**config.mk**
```make
export PLATFORM = sky130hd
export DESIGN_NAME = snoop_bus_arbiter
export DESIGN_NICKNAME = d
export VERILOG_FILES = /design/src/rtl/snoop_bus_arbiter.sv
export SDC_FILE = /design/constraint.sdc
export NUM_CORES = 1
export LEC_CHECK = 0
export BUFFER_PORTS_ARGS = -buffer_cell sky130_fd_sc_hd__buf_2
export CORE_UTILIZATION = 46
export CTS_BUF_LIST = sky130_fd_sc_hd__clkbuf_4 sky130_fd_sc_hd__clkbuf_8
export DETAILED_ROUTE_END_ITERATION = 8
export GPL_TIMING_DRIVEN = 0
export PLACE_DENSITY = 0.84
export SLEW_MARGIN = 40
export SYNTH_ARGS = -nofsm -noshare
export SYNTH_HDL_FRONTEND = slang
export SYNTH_SLANG_ARGS = --single-unit
```
**constraint.sdc**
```tcl
create_clock -name clock -period 3.34 [get_ports clock]
set_input_delay 0.668 -clock clock [delete_from_list [all_inputs] [get_ports clock]]
set_output_delay 0.668 -clock clock [all_outputs]
set_load 0.05 [all_outputs]
```
**src/rtl/snoop_bus_arbiter.sv**
```systemverilog
// -----------------------------------------------------------------------------
// snoop_bus_arbiter
// Round-robin arbiter for a snooping cache-coherence bus. It grants one
// processor port at a time, broadcasts the command to the snoopers, and then
// either finishes at once (invalidate), writes memory (write back, or a dirty
// snooper's intervention), or reads memory (clean miss). Completion is a single
// ack pulse to the winning port.
//
// Handshake: a port raises req[i] with req_cmd/req_addr/req_data stable. It
// keeps them until it sees ack[i] high for one cycle. The request is latched at
// grant, so dropping req early does not cancel the transaction.
//
// Ports:
//   clock, reset_n          clock (rising edge), async active-low reset
//   req/req_cmd/req_addr/
//   req_data                per-port request, command, address, write data
//   ack                     one-cycle completion pulse to the winner
//   rsp_data/rsp_shared     response data / shared flag, valid with ack
//   bus_valid/bus_cmd/
//   bus_addr/bus_src        snoop broadcast
//   snoop_shared/dirty/data per-snooper responses, sampled in SNOOP
//   mem_en/we/addr/wdata    memory request; mem_rdata returns one cycle later
//   busy                    high whenever the FSM is not idle
//   dbg_state               current FSM state, for checkers
// -----------------------------------------------------------------------------
module snoop_bus_arbiter #(
    parameter int N_PROC = 3,
    parameter int ADDR_W = 5,
    parameter int DATA_W = 8
) (
    input  logic                     clock,
    input  logic                     reset_n,
    input  logic [N_PROC-1:0]        req,
    input  logic [2*N_PROC-1:0]      req_cmd,
    input  logic [ADDR_W*N_PROC-1:0] req_addr,
    input  logic [DATA_W*N_PROC-1:0] req_data,
    output logic [N_PROC-1:0]        ack,
    output logic [DATA_W-1:0]        rsp_data,
    output logic                     rsp_shared,
    output logic                     bus_valid,
    output logic [1:0]               bus_cmd,
    output logic [ADDR_W-1:0]        bus_addr,
    output logic [1:0]               bus_src,
    input  logic [N_PROC-1:0]        snoop_shared,
    input  logic [N_PROC-1:0]        snoop_dirty,
    input  logic [DATA_W*N_PROC-1:0] snoop_data,
    output logic                     mem_en,
    output logic                     mem_we,
    output logic [ADDR_W-1:0]        mem_addr,
    output logic [DATA_W-1:0]        mem_wdata,
    input  logic [DATA_W-1:0]        mem_rdata,
    output logic                     busy,
    output logic [2:0]               dbg_state
);

    typedef enum logic [2:0] {
        S_IDLE, S_BCAST, S_SNOOP, S_MEM_RD, S_MEM_WAIT, S_WB, S_MEM_WR, S_DONE
    } state_t;

    localparam logic [1:0] CMD_INVAL = 2'b10;
    localparam logic [1:0] CMD_WBACK = 2'b11;
    localparam logic [N_PROC-1:0] ONE = {{(N_PROC-1){1'b0}}, 1'b1};

    state_t              r_state;
    logic [1:0]          r_last;
    logic [1:0]          r_win;
    logic [1:0]          r_cmd;
    logic [ADDR_W-1:0]   r_addr;
    logic [DATA_W-1:0]   r_data;
    logic [N_PROC-1:0]   r_ack;
    logic [DATA_W-1:0]   r_rsp_data;
    logic                r_rsp_shared;
    logic                r_bus_valid;
    logic [1:0]          r_bus_cmd;
    logic [ADDR_W-1:0]   r_bus_addr;
    logic [1:0]          r_bus_src;
    logic                r_mem_en;
    logic                r_mem_we;
    logic [ADDR_W-1:0]   r_mem_addr;
    logic [DATA_W-1:0]   r_mem_wdata;
    logic                r_busy;

    logic                w_any;
    logic [1:0]          w_winner;
    int                  w_idx;
    int                  w_sel;
    logic [N_PROC-1:0]   w_own;
    logic [N_PROC-1:0]   w_m_shared;
    logic [N_PROC-1:0]   w_m_dirty;
    logic [DATA_W-1:0]   w_dirty_data;

    // Round-robin pick. Scanning from farthest to nearest lets the port closest
    // after r_last overwrite the others.
    always_comb begin
        w_any    = 1'b0;
        w_winner = '0;
        w_idx    = 0;
        for (int k = N_PROC; k >= 1; k--) begin
            w_idx = (int'(r_last) + k) % N_PROC;
            if (req[w_idx]) begin
                w_any    = 1'b1;
                w_winner = 2'(w_idx);
            end
        end
    end

    assign w_sel      = int'(w_winner);
    assign w_own      = ONE << r_win;
    assign w_m_shared = snoop_shared & ~w_own;
    assign w_m_dirty  = snoop_dirty & ~w_own;

    // The lowest-index dirty snooper supplies the block. Scanning downward
    // leaves the lowest index as the final assignment.
    always_comb begin
        w_dirty_data = '0;
        for (int i = N_PROC - 1; i >= 0; i--) begin
            if (w_m_dirty[i]) w_dirty_data = snoop_data[i*DATA_W +: DATA_W];
        end
    end

    always_ff @(posedge clock or negedge reset_n) begin
        if (!reset_n) begin
            r_state      <= S_IDLE;
            r_last       <= 2'(N_PROC - 1);
            r_win        <= '0;
            r_cmd        <= '0;
            r_addr       <= '0;
            r_data       <= '0;
            r_ack        <= '0;
            r_rsp_data   <= '0;
            r_rsp_shared <= 1'b0;
            r_bus_valid  <= 1'b0;
            r_bus_cmd    <= '0;
            r_bus_addr   <= '0;
            r_bus_src    <= '0;
            r_mem_en     <= 1'b0;
            r_mem_we     <= 1'b0;
            r_mem_addr   <= '0;
            r_mem_wdata  <= '0;
            r_busy       <= 1'b0;
        end else begin
            // Strobes are high only in the cycle after the transition that
            // sets them.
            r_ack       <= '0;
            r_bus_valid <= 1'b0;
            r_mem_en    <= 1'b0;
            r_mem_we    <= 1'b0;
            case (r_state)
                S_IDLE: begin
                    if (w_any) begin
                        r_win       <= w_winner;
                        r_cmd       <= req_cmd[2*w_sel +: 2];
                        r_addr      <= req_addr[ADDR_W*w_sel +: ADDR_W];
                        r_data      <= req_data[DATA_W*w_sel +: DATA_W];
                        r_bus_valid <= 1'b1;
                        r_bus_cmd   <= req_cmd[2*w_sel +: 2];
                        r_bus_addr  <= req_addr[ADDR_W*w_sel +: ADDR_W];
                        r_bus_src   <= w_winner;
                        r_busy      <= 1'b1;
                        r_state     <= S_BCAST;
                    end
                end
                S_BCAST: r_state <= S_SNOOP;
                S_SNOOP: begin
                    r_rsp_shared <= |(w_m_shared | w_m_dirty);
                    if (r_cmd == CMD_INVAL) begin
                        r_ack   <= w_own;
                        r_state <= S_DONE;
                    end else if (r_cmd == CMD_WBACK) begin
                        r_mem_en    <= 1'b1;
                        r_mem_we    <= 1'b1;
                        r_mem_addr  <= r_addr;
                        r_mem_wdata <= r_data;
                        r_state     <= S_MEM_WR;
                    end else if (|w_m_dirty) begin
                        // The dirty owner's block goes to memory and to the
                        // requester in the same cycle.
                        r_mem_en    <= 1'b1;
                        r_mem_we    <= 1'b1;
                        r_mem_addr  <= r_addr;
                        r_mem_wdata <= w_dirty_data;
                        r_rsp_data  <= w_dirty_data;
                        r_state     <= S_WB;
                    end else begin
                        r_mem_en   <= 1'b1;
                        r_mem_addr <= r_addr;
                        r_state    <= S_MEM_RD;
                    end
                end
                S_MEM_RD: r_state <= S_MEM_WAIT;
                S_MEM_WAIT: begin
                    r_rsp_data <= mem_rdata;
                    r_ack      <= w_own;
                    r_state    <= S_DONE;
                end
                S_WB, S_MEM_WR: begin
                    r_ack   <= w_own;
                    r_state <= S_DONE;
                end
                S_DONE: begin
                    r_last      <= r_win;
                    r_busy      <= 1'b0;
                    r_bus_cmd   <= '0;
                    r_bus_addr  <= '0;
                    r_bus_src   <= '0;
                    r_mem_addr  <= '0;
                    r_mem_wdata <= '0;
                    r_state     <= S_IDLE;
                end
                default: r_state <= S_IDLE;
            endcase
        end
    end

    assign ack        = r_ack;
    assign rsp_data   = r_rsp_data;
    assign rsp_shared = r_rsp_shared;
    assign bus_valid  = r_bus_valid;
    assign bus_cmd    = r_bus_cmd;
    assign bus_addr   = r_bus_addr;
    assign bus_src    = r_bus_src;
    assign mem_en     = r_mem_en;
    assign mem_we     = r_mem_we;
    assign mem_addr   = r_mem_addr;
    assign mem_wdata  = r_mem_wdata;
    assign busy       = r_busy;
    assign dbg_state  = r_state;

endmodule

```
==> run_results.csv, run 1 <==
group,metric,value,unit
sta,fin_crit,2.91,ns
clock_tree,cts_tree,"built",
global_route,grt_pass1_vias,3040,
floorplanning,io_pins,129,
sta,fin_crit_sh,87.0,%
worst_setup_path,r2r-start,"r_last[1]",
sta,hold_slack,0.299,ns
detailed_routing,post_drt_wl_per_cell,15.5,µm
worst_setup_path,rr_endpoint,"r_addr[0]",
worst_setup_path,critPathKind,"register to register",
floorplanning,dieWidth,86.6,µm
synth,synth_edf_count,0,
synth,synth_top_family_by_area,"compound AO/OA/AOI/OAI gates",
detailed_routing,drc,0,
clock_tree,post_cts_buffers,0,
job,max_cap_viol_count,0,
synth,syn_avg_cell_area,9.55,µm²
worst_setup_path,cp.required,3.58,ns
clock_tree,holdBufCountCts,0,
detailed_routing,vias_per_cell,5.62,
synth,yosysWarnings,0,
synth,yosysTopAreaCell,"dfrtp_1",
clock_tree,cts_resized,0,
clock_tree,cts_sinks,60,
worst_setup_path,path_cells,"inv_1, ha_1, nand3b_1, o21ai_2, a21oi_2, nor2_1, buf_2, a31oi_1, a21oi_1",
placed_design,place_area,4060,µm²
floorplanning,die_area,7500,µm²
floorplanning,rows,30,
placed_design,dp.cells,568,
sta,finalHoldViolCount,0,
sta,worstMarginPinSlew,0.670,ns
global_route,antenna_found_initial,0,
layout,syn2layout_area_growth,29.2,%
layout,seqCellArea,1500,µm²
layout,stdcell_count,584,
clock_tree,ctsLongestPathBuffers,2,
worst_setup_path,r2r_setup_slack,0.43,ns
worst_setup_path,arrival,3.15,ns
synth,synth_xor_area_share,0,%
detailed_routing,via_count,3280,
power,leakage,2.12,nW
synth,ys_seq_elements,60,
global_route,grt_usage,24.7,%
clock_tree,clkTransAtPathRegs,0.06,ns
clock_tree,htree_levels,3,
placed_design,port_buffers,127,
placed_design,dpl.hpwl,6790,µm
synth,synth.area.top_cells,"dfrtp_1, o21ai_0, a21oi_1",
worst_setup_path,endpoint_kind,"register",
layout,multi_input_area,1660,µm²
global_route,grt_pass1_wl,14400,µm
status,outcome,"completed",
synth,synth.distinct_cells,45,
sta,slew_headroom,55.2,%
worst_setup_path,path_max_fanout,10,
synth,synth_nets,436,
synth,synth_flop_cell,"dfrtp_1",
floorplanning,dieHeight,86.6,µm
synth,synth-compound-area-share,28.0,%
synth,synth_top_area_share,44.8,%
worst_setup_path,slowest_stage,"dfstp_2",
sta,maxSlewViolCount,0,
sta,max_freq,344,MHz
power,vdd_drop_max,0.000498,V
detailed_routing,detail-route-antenna-nets,0,
worst_setup_path,ff2ff_path_depth,9,
power,powerDensity,1060,nW/µm²
sta,fin_tns_setup,0,ns
detailed_routing,drt_iter0_drc,249,
synth,ys_seq_area_share,45.6,%
clock_tree,numCtsBuffers,9,
synth,synthArstFlopShare,100,%
layout,final_net_count,574,
layout,num-fill-cells,582,
worst_setup_path,max_stage_delay,0.56,ns
synth,syn_area,3290,µm²
synth,synthAdderAreaFrac,1.44,%
layout,fin_area,4260,µm²
global_route,grt_max_degree,61,
global_route,grt_overflow,0,
floorplanning,initial_core_util,48.0,%
sta,rsz0062_at_grt,"false",
placed_design,post-place-ws,0.540,ns
layout,diodes,0,
synth,yosys.area_share.simple,13.7,%
synth,synth.area.mux_share,6.87,%
detailed_routing,wirelength,9050,µm
sta,setup_viol,0,
hold_path,min_path_type,"input pin to async pin",
sta,clock_skew,0.00813,ns
worst_setup_path,startpoint_type,"register",
placed_design,place_congestion,0.863,
sta,timing.final.ws_setup,0.433,ns
clock_tree,clock-root-buffer,"clkbuf_8",
clock_tree,clk_latency,0.33,ns
detailed_routing,drt-pass1-iter-count,5,
layout,drive_gt1_share,38.1,%
floorplanning,fp.coreArea,6870,µm²
synth,synth_cells,345,
## layer usage
layer	wire length [µm]	track usage, %
met1	4040	33.4
met2	4460	41.1
met3	379	2.19
met4	163	10.2
met5	0	0
## per-stage QoR
step                power, mW  util (%)
floorplan                3.20         -
CTS                      4.49      61.9
detailed placement       3.86      59.1
global placement         3.78      59.0
finish                   4.50      62.0
global route             4.79      62.0
## how the worst max path moves through the flow
stage          cells after the start     endpoint  startpoint
6_report                           9    r_addr[0]   r_last[1]
5_1_grt                            9    r_addr[0]   r_last[1]
4_1_cts                            9    r_addr[0]   r_last[1]
3_5_place_dp                       9    r_addr[0]   r_last[1]
3_3_place_gp                       9  bus_addr[0]   r_last[1]
2_1_floorplan                     10    r_data[0]   r_last[1]
## synthesized netlist by cell type, drive strengths merged (5+ instances only)
cell type  instances
dfrtp             59
o21ai             53
nand2             37
a21oi             33
nand3             22
nor2              14
buf               11
mux2i             11
mux2              10
a21o               9
a31oi              9
a22o               8
a31o               8
a32o               8
inv                8
o22a               8
clkbuf             6
nand3b             5
## flip-flops by register name, summed over array words and instances, names as in the netlist, 3 cells and up
name	flops
dbg_state	3
bus_addr	5
ack	3
rsp_data	8
r_data	8
r_addr	5
mem_wdata	8
mem_addr	5
## kinds of logic (layout without fill, tap and decap cells)
group,after synthesis,after routing
adder cells (fa/ha/maj),4,4
multiplexers,21,21
AO/OA/AOI/OAI,141,141
AND/OR/NAND/NOR,94,94
flip-flops,60,60
buffers and inverters,25,168
## final cells by class
| cell class | count | area share (%) |
|---|---|---|
| tap | 96 | 2.82 |
| sequential | 60 | 35.3 |
| clock buffer | 15 | 4.41 |
| inverter | 8 | 0.705 |
| clock inverter | 1 | 0.118 |
| timing repair buffer | 127 | 15.1 |
| buffer | 17 | 2.62 |
| multi-input combinational | 260 | 39.0 |
## cell usage in the layout, fill, tap and decap left out, types with 2 or more instances in the layout
cell type / count
buf_2: 131
dfrtp_1: 59
o21ai_0: 43
nand2_1: 36
a21oi_1: 29
nand3_1: 22
nor2_1: 14
clkbuf_8: 12
mux2i_1: 11
a31oi_1: 9
mux2_2: 9
a21o_1: 8
a32o_1: 8
a22o_1: 8
a31o_2: 8
o22a_1: 8
inv_1: 7
o21ai_1: 7
buf_6: 6
clkbuf_1: 6
nand3b_1: 5
a21oi_2: 4
nand2b_1: 3
ha_1: 3
clkbuf_4: 3
nor3_1: 2
nor3b_1: 2
o21ai_2: 2
and3b_1: 2
a22oi_1: 2
## worst max-delay path, delay by kind of cell (launching register included)
| kind | cells | cell delay, ns |
|---|---|---|
| adder cells (fa/ha/maj) | 1 | 0.27 |
| flip-flops | 1 | 0.56 |
| AND/OR/NAND/NOR | 2 | 0.84 |
| buffers and inverters | 2 | 0.39 |
| AO/OA/AOI/OAI | 4 | 0.75 |
## report_power, final
part           leakage, nW  switching [mW]  internal, mW
Combinational         1.27            1.81         0.855
Clock                0.104           0.268         0.355
Sequential           0.754           0.184          1.04
Total                 2.12            2.26          2.25
Power figures use the tool's default switching activity.
==> run 2, diff against run 1 <==
--- a/config.mk
+++ b/config.mk
@@ -9,8 +9,9 @@
 export CORE_UTILIZATION = 46
 export CTS_BUF_LIST = sky130_fd_sc_hd__clkbuf_4 sky130_fd_sc_hd__clkbuf_8
 export DETAILED_ROUTE_END_ITERATION = 8
+export GPL_ROUTABILITY_DRIVEN = 0
 export GPL_TIMING_DRIVEN = 0
-export PLACE_DENSITY = 0.84
+export PLACE_DENSITY = 0.87
 export SLEW_MARGIN = 40
 export SYNTH_ARGS = -nofsm -noshare
 export SYNTH_HDL_FRONTEND = slang
==> constraint.sdc (replaced) <==
create_clock -name clock -period 2.6 [get_ports clock]
set_input_delay 0.52 -clock clock [delete_from_list [all_inputs] [get_ports clock]]
set_output_delay 0.52 -clock clock [all_outputs]
set_load 0.05 [all_outputs]
==> run 2 against run 1 <==
  * Utilization increased by 2.2 points
  * Worst setup slack worse by 0.37 ns
  * Sequential share of layout area down 1.2 points
  * First-iteration DRC count fell by 15%
  * Cell count increased by 1.0%
  * Sequential power rose by 30%
  * Total power grew 34%
  * Critical path depth unchanged
  * Die area stayed put
  * Sequential cell count unchanged
==> run_results.csv, run 2 (synthesis results as in run 1) <==
group,metric,value,unit
status,outcome,"completed",
detailed_routing,post_drt_wl_per_cell,15.9,µm
placed_design,post-place-ws,-0.140,ns
worst_setup_path,critPathKind,"register to register",
sta,hold_slack,0.231,ns
worst_setup_path,max_stage_delay,0.57,ns
detailed_routing,drt_iter0_drc,212,
global_route,grt_usage,24.5,%
layout,syn2layout_area_growth,33.8,%
clock_tree,clk_latency,0.35,ns
sta,worstMarginPinSlew,0.726,ns
floorplanning,dieWidth,86.6,µm
layout,stdcell_count,590,
global_route,grt_max_degree,61,
floorplanning,dieHeight,86.6,µm
hold_path,min_path_type,"input pin to async pin",
worst_setup_path,endpoint_kind,"register",
layout,post-route-util,64.2,%
sta,max_freq,394,MHz
layout,mostFrequentLayoutCell,"buf_2",
floorplanning,initial_core_util,48.0,%
floorplanning,io_pins,129,
global_route,grt_pass1_wl,14200,µm
sta,fin_tns_setup,0,ns
clock_tree,cts_tree,"built",
global_route,grt_pass1_vias,3058,
clock_tree,htree_levels,3,
detailed_routing,wirelength,9380,µm
worst_setup_path,path_cells,"ha_4, mux2_4, or2_4, a21o_1, buf_6, o21ai_4, inv_4, clkbuf_16, o22a_1",
floorplanning,die_area,7500,µm²
sta,maxSlewViolCount,0,
floorplanning,rows,30,
layout,diodes,0,
worst_setup_path,path_max_fanout,8,
sta,setup_viol,0,
sta,finalHoldViolCount,0,
worst_setup_path,r2r_setup_slack,0.06,ns
global_route,antenna_found_initial,0,
sta,slew_headroom,51.6,%
global_route,grt_overflow,0,
sta,fin_crit_sh,97.5,%
detailed_routing,via_count,3387,
floorplanning,fp.coreArea,6870,µm²
worst_setup_path,critPathBufInv,3,
clock_tree,clkTransAtPathRegs,0.06,ns
power,leakage,2.18,nW
placed_design,dp.cells,568,
worst_setup_path,cp.required,2.83,ns
layout,final_cell_mix,"buf_2, dfrtp_1, o21ai_0",
detailed_routing,vias_per_cell,5.74,
worst_setup_path,slowest_stage,"dfstp_2",
detailed_routing,detail-route-antenna-nets,0,
sta,clock_skew,0.0111,ns
clock_tree,cts_sinks,60,
detailed_routing,drt-pass1-iter-count,5,
placed_design,port_buffers,127,
layout,drive_gt1_share,40.9,%
clock_tree,ctsLongestPathBuffers,2,
detailed_routing,drc,0,
layout,final_net_count,582,
clock_tree,clock-root-buffer,"clkbuf_8",
sta,timing.final.ws_setup,0.0650,ns
power,powerDensity,1370,nW/µm²
worst_setup_path,path_delay_family,"compound AO/OA/AOI/OAI gates",
worst_setup_path,startpoint_type,"register",
clock_tree,numCtsBuffers,9,
placed_design,dpl.hpwl,6840,µm
sta,fin_crit,2.54,ns
job,max_cap_viol_count,0,
power,vdd_drop_max,0.000654,V
worst_setup_path,arrival,2.77,ns
==> run 2: cell types whose count changed in the layout (fill, tap and decap cells not counted), sizes merged <==
cell    delta
buf        +8
bufinv     +1
clkbuf     -3
==> run 2: path summary, 6_finish.rpt <==
check	endpoint	from	cells past startpoint
max	r_data[7]	r_last[1]	9
min	bus_addr[3]	reset_n	1
max reg2reg	r_data[7]	r_last[1]	9
min reg2reg	busy	busy	2
max in group asynchronous	r_data[6]	reset_n	1
min in group clock	busy	busy	2
==> run 2: timing repair <==
item / in CTS / in global routing
endpoints found under the setup margin: 24 / 23
resized for setup: 4 / 15
hold buffers: 0 / 0
setup buffers: 2 / 5
pin swaps: 3 / 6
gates cloned: 0 / 3
==> run 2: worst register-to-register path, stage by stage (launching register included) <==
cell and delay [ns]:
dfstp_2 0.57, ha_4 0.23, mux2_4 0.31, or2_4 0.27
a21o_1 0.19, buf_6 0.13, o21ai_4 0.25, inv_4 0.10
clkbuf_16 0.17, o22a_1 0.19
==> run 2: stage by stage <==
step | instance area, µm² | power, mW
3_5_place_dp | 4060 | 4.95
6_report | 4410 | 6.03
5_1_grt | 4410 | 6.38
3_3_place_gp | 4050 | 4.85
4_1_cts | 4290 | 5.85
2_1_floorplan | 3290 | 4.12
==> run 2: metal layers <==
metal	GRT usage, %	up-vias	share of wire [%]	wire [µm]
li1	-	1574	-	-
met1	32.1	1618	42	3970
met2	41.1	166	49	4640
met3	3.81	29	5.9	554
met4	8.94	0	2.3	220
met5	0	-	0	0
==> run 2: cell type report <==
type	instances	area, µm²
inverters	8	32.5
clock buffers	12	159
clock inverters	2	35.0
well taps	96	120
fillers	562	2460
repair buffers	137	732
plain buffers	15	103
multi-input cells	260	1720
flip-flops and latches	60	1500
==> run 2: where the power goes <==
part	switching, mW	internal, mW	total (mW)
registers	0.244	1.33	1.58
logic	2.39	1.22	3.62
clock network	0.342	0.493	0.835
total	2.98	3.05	6.03
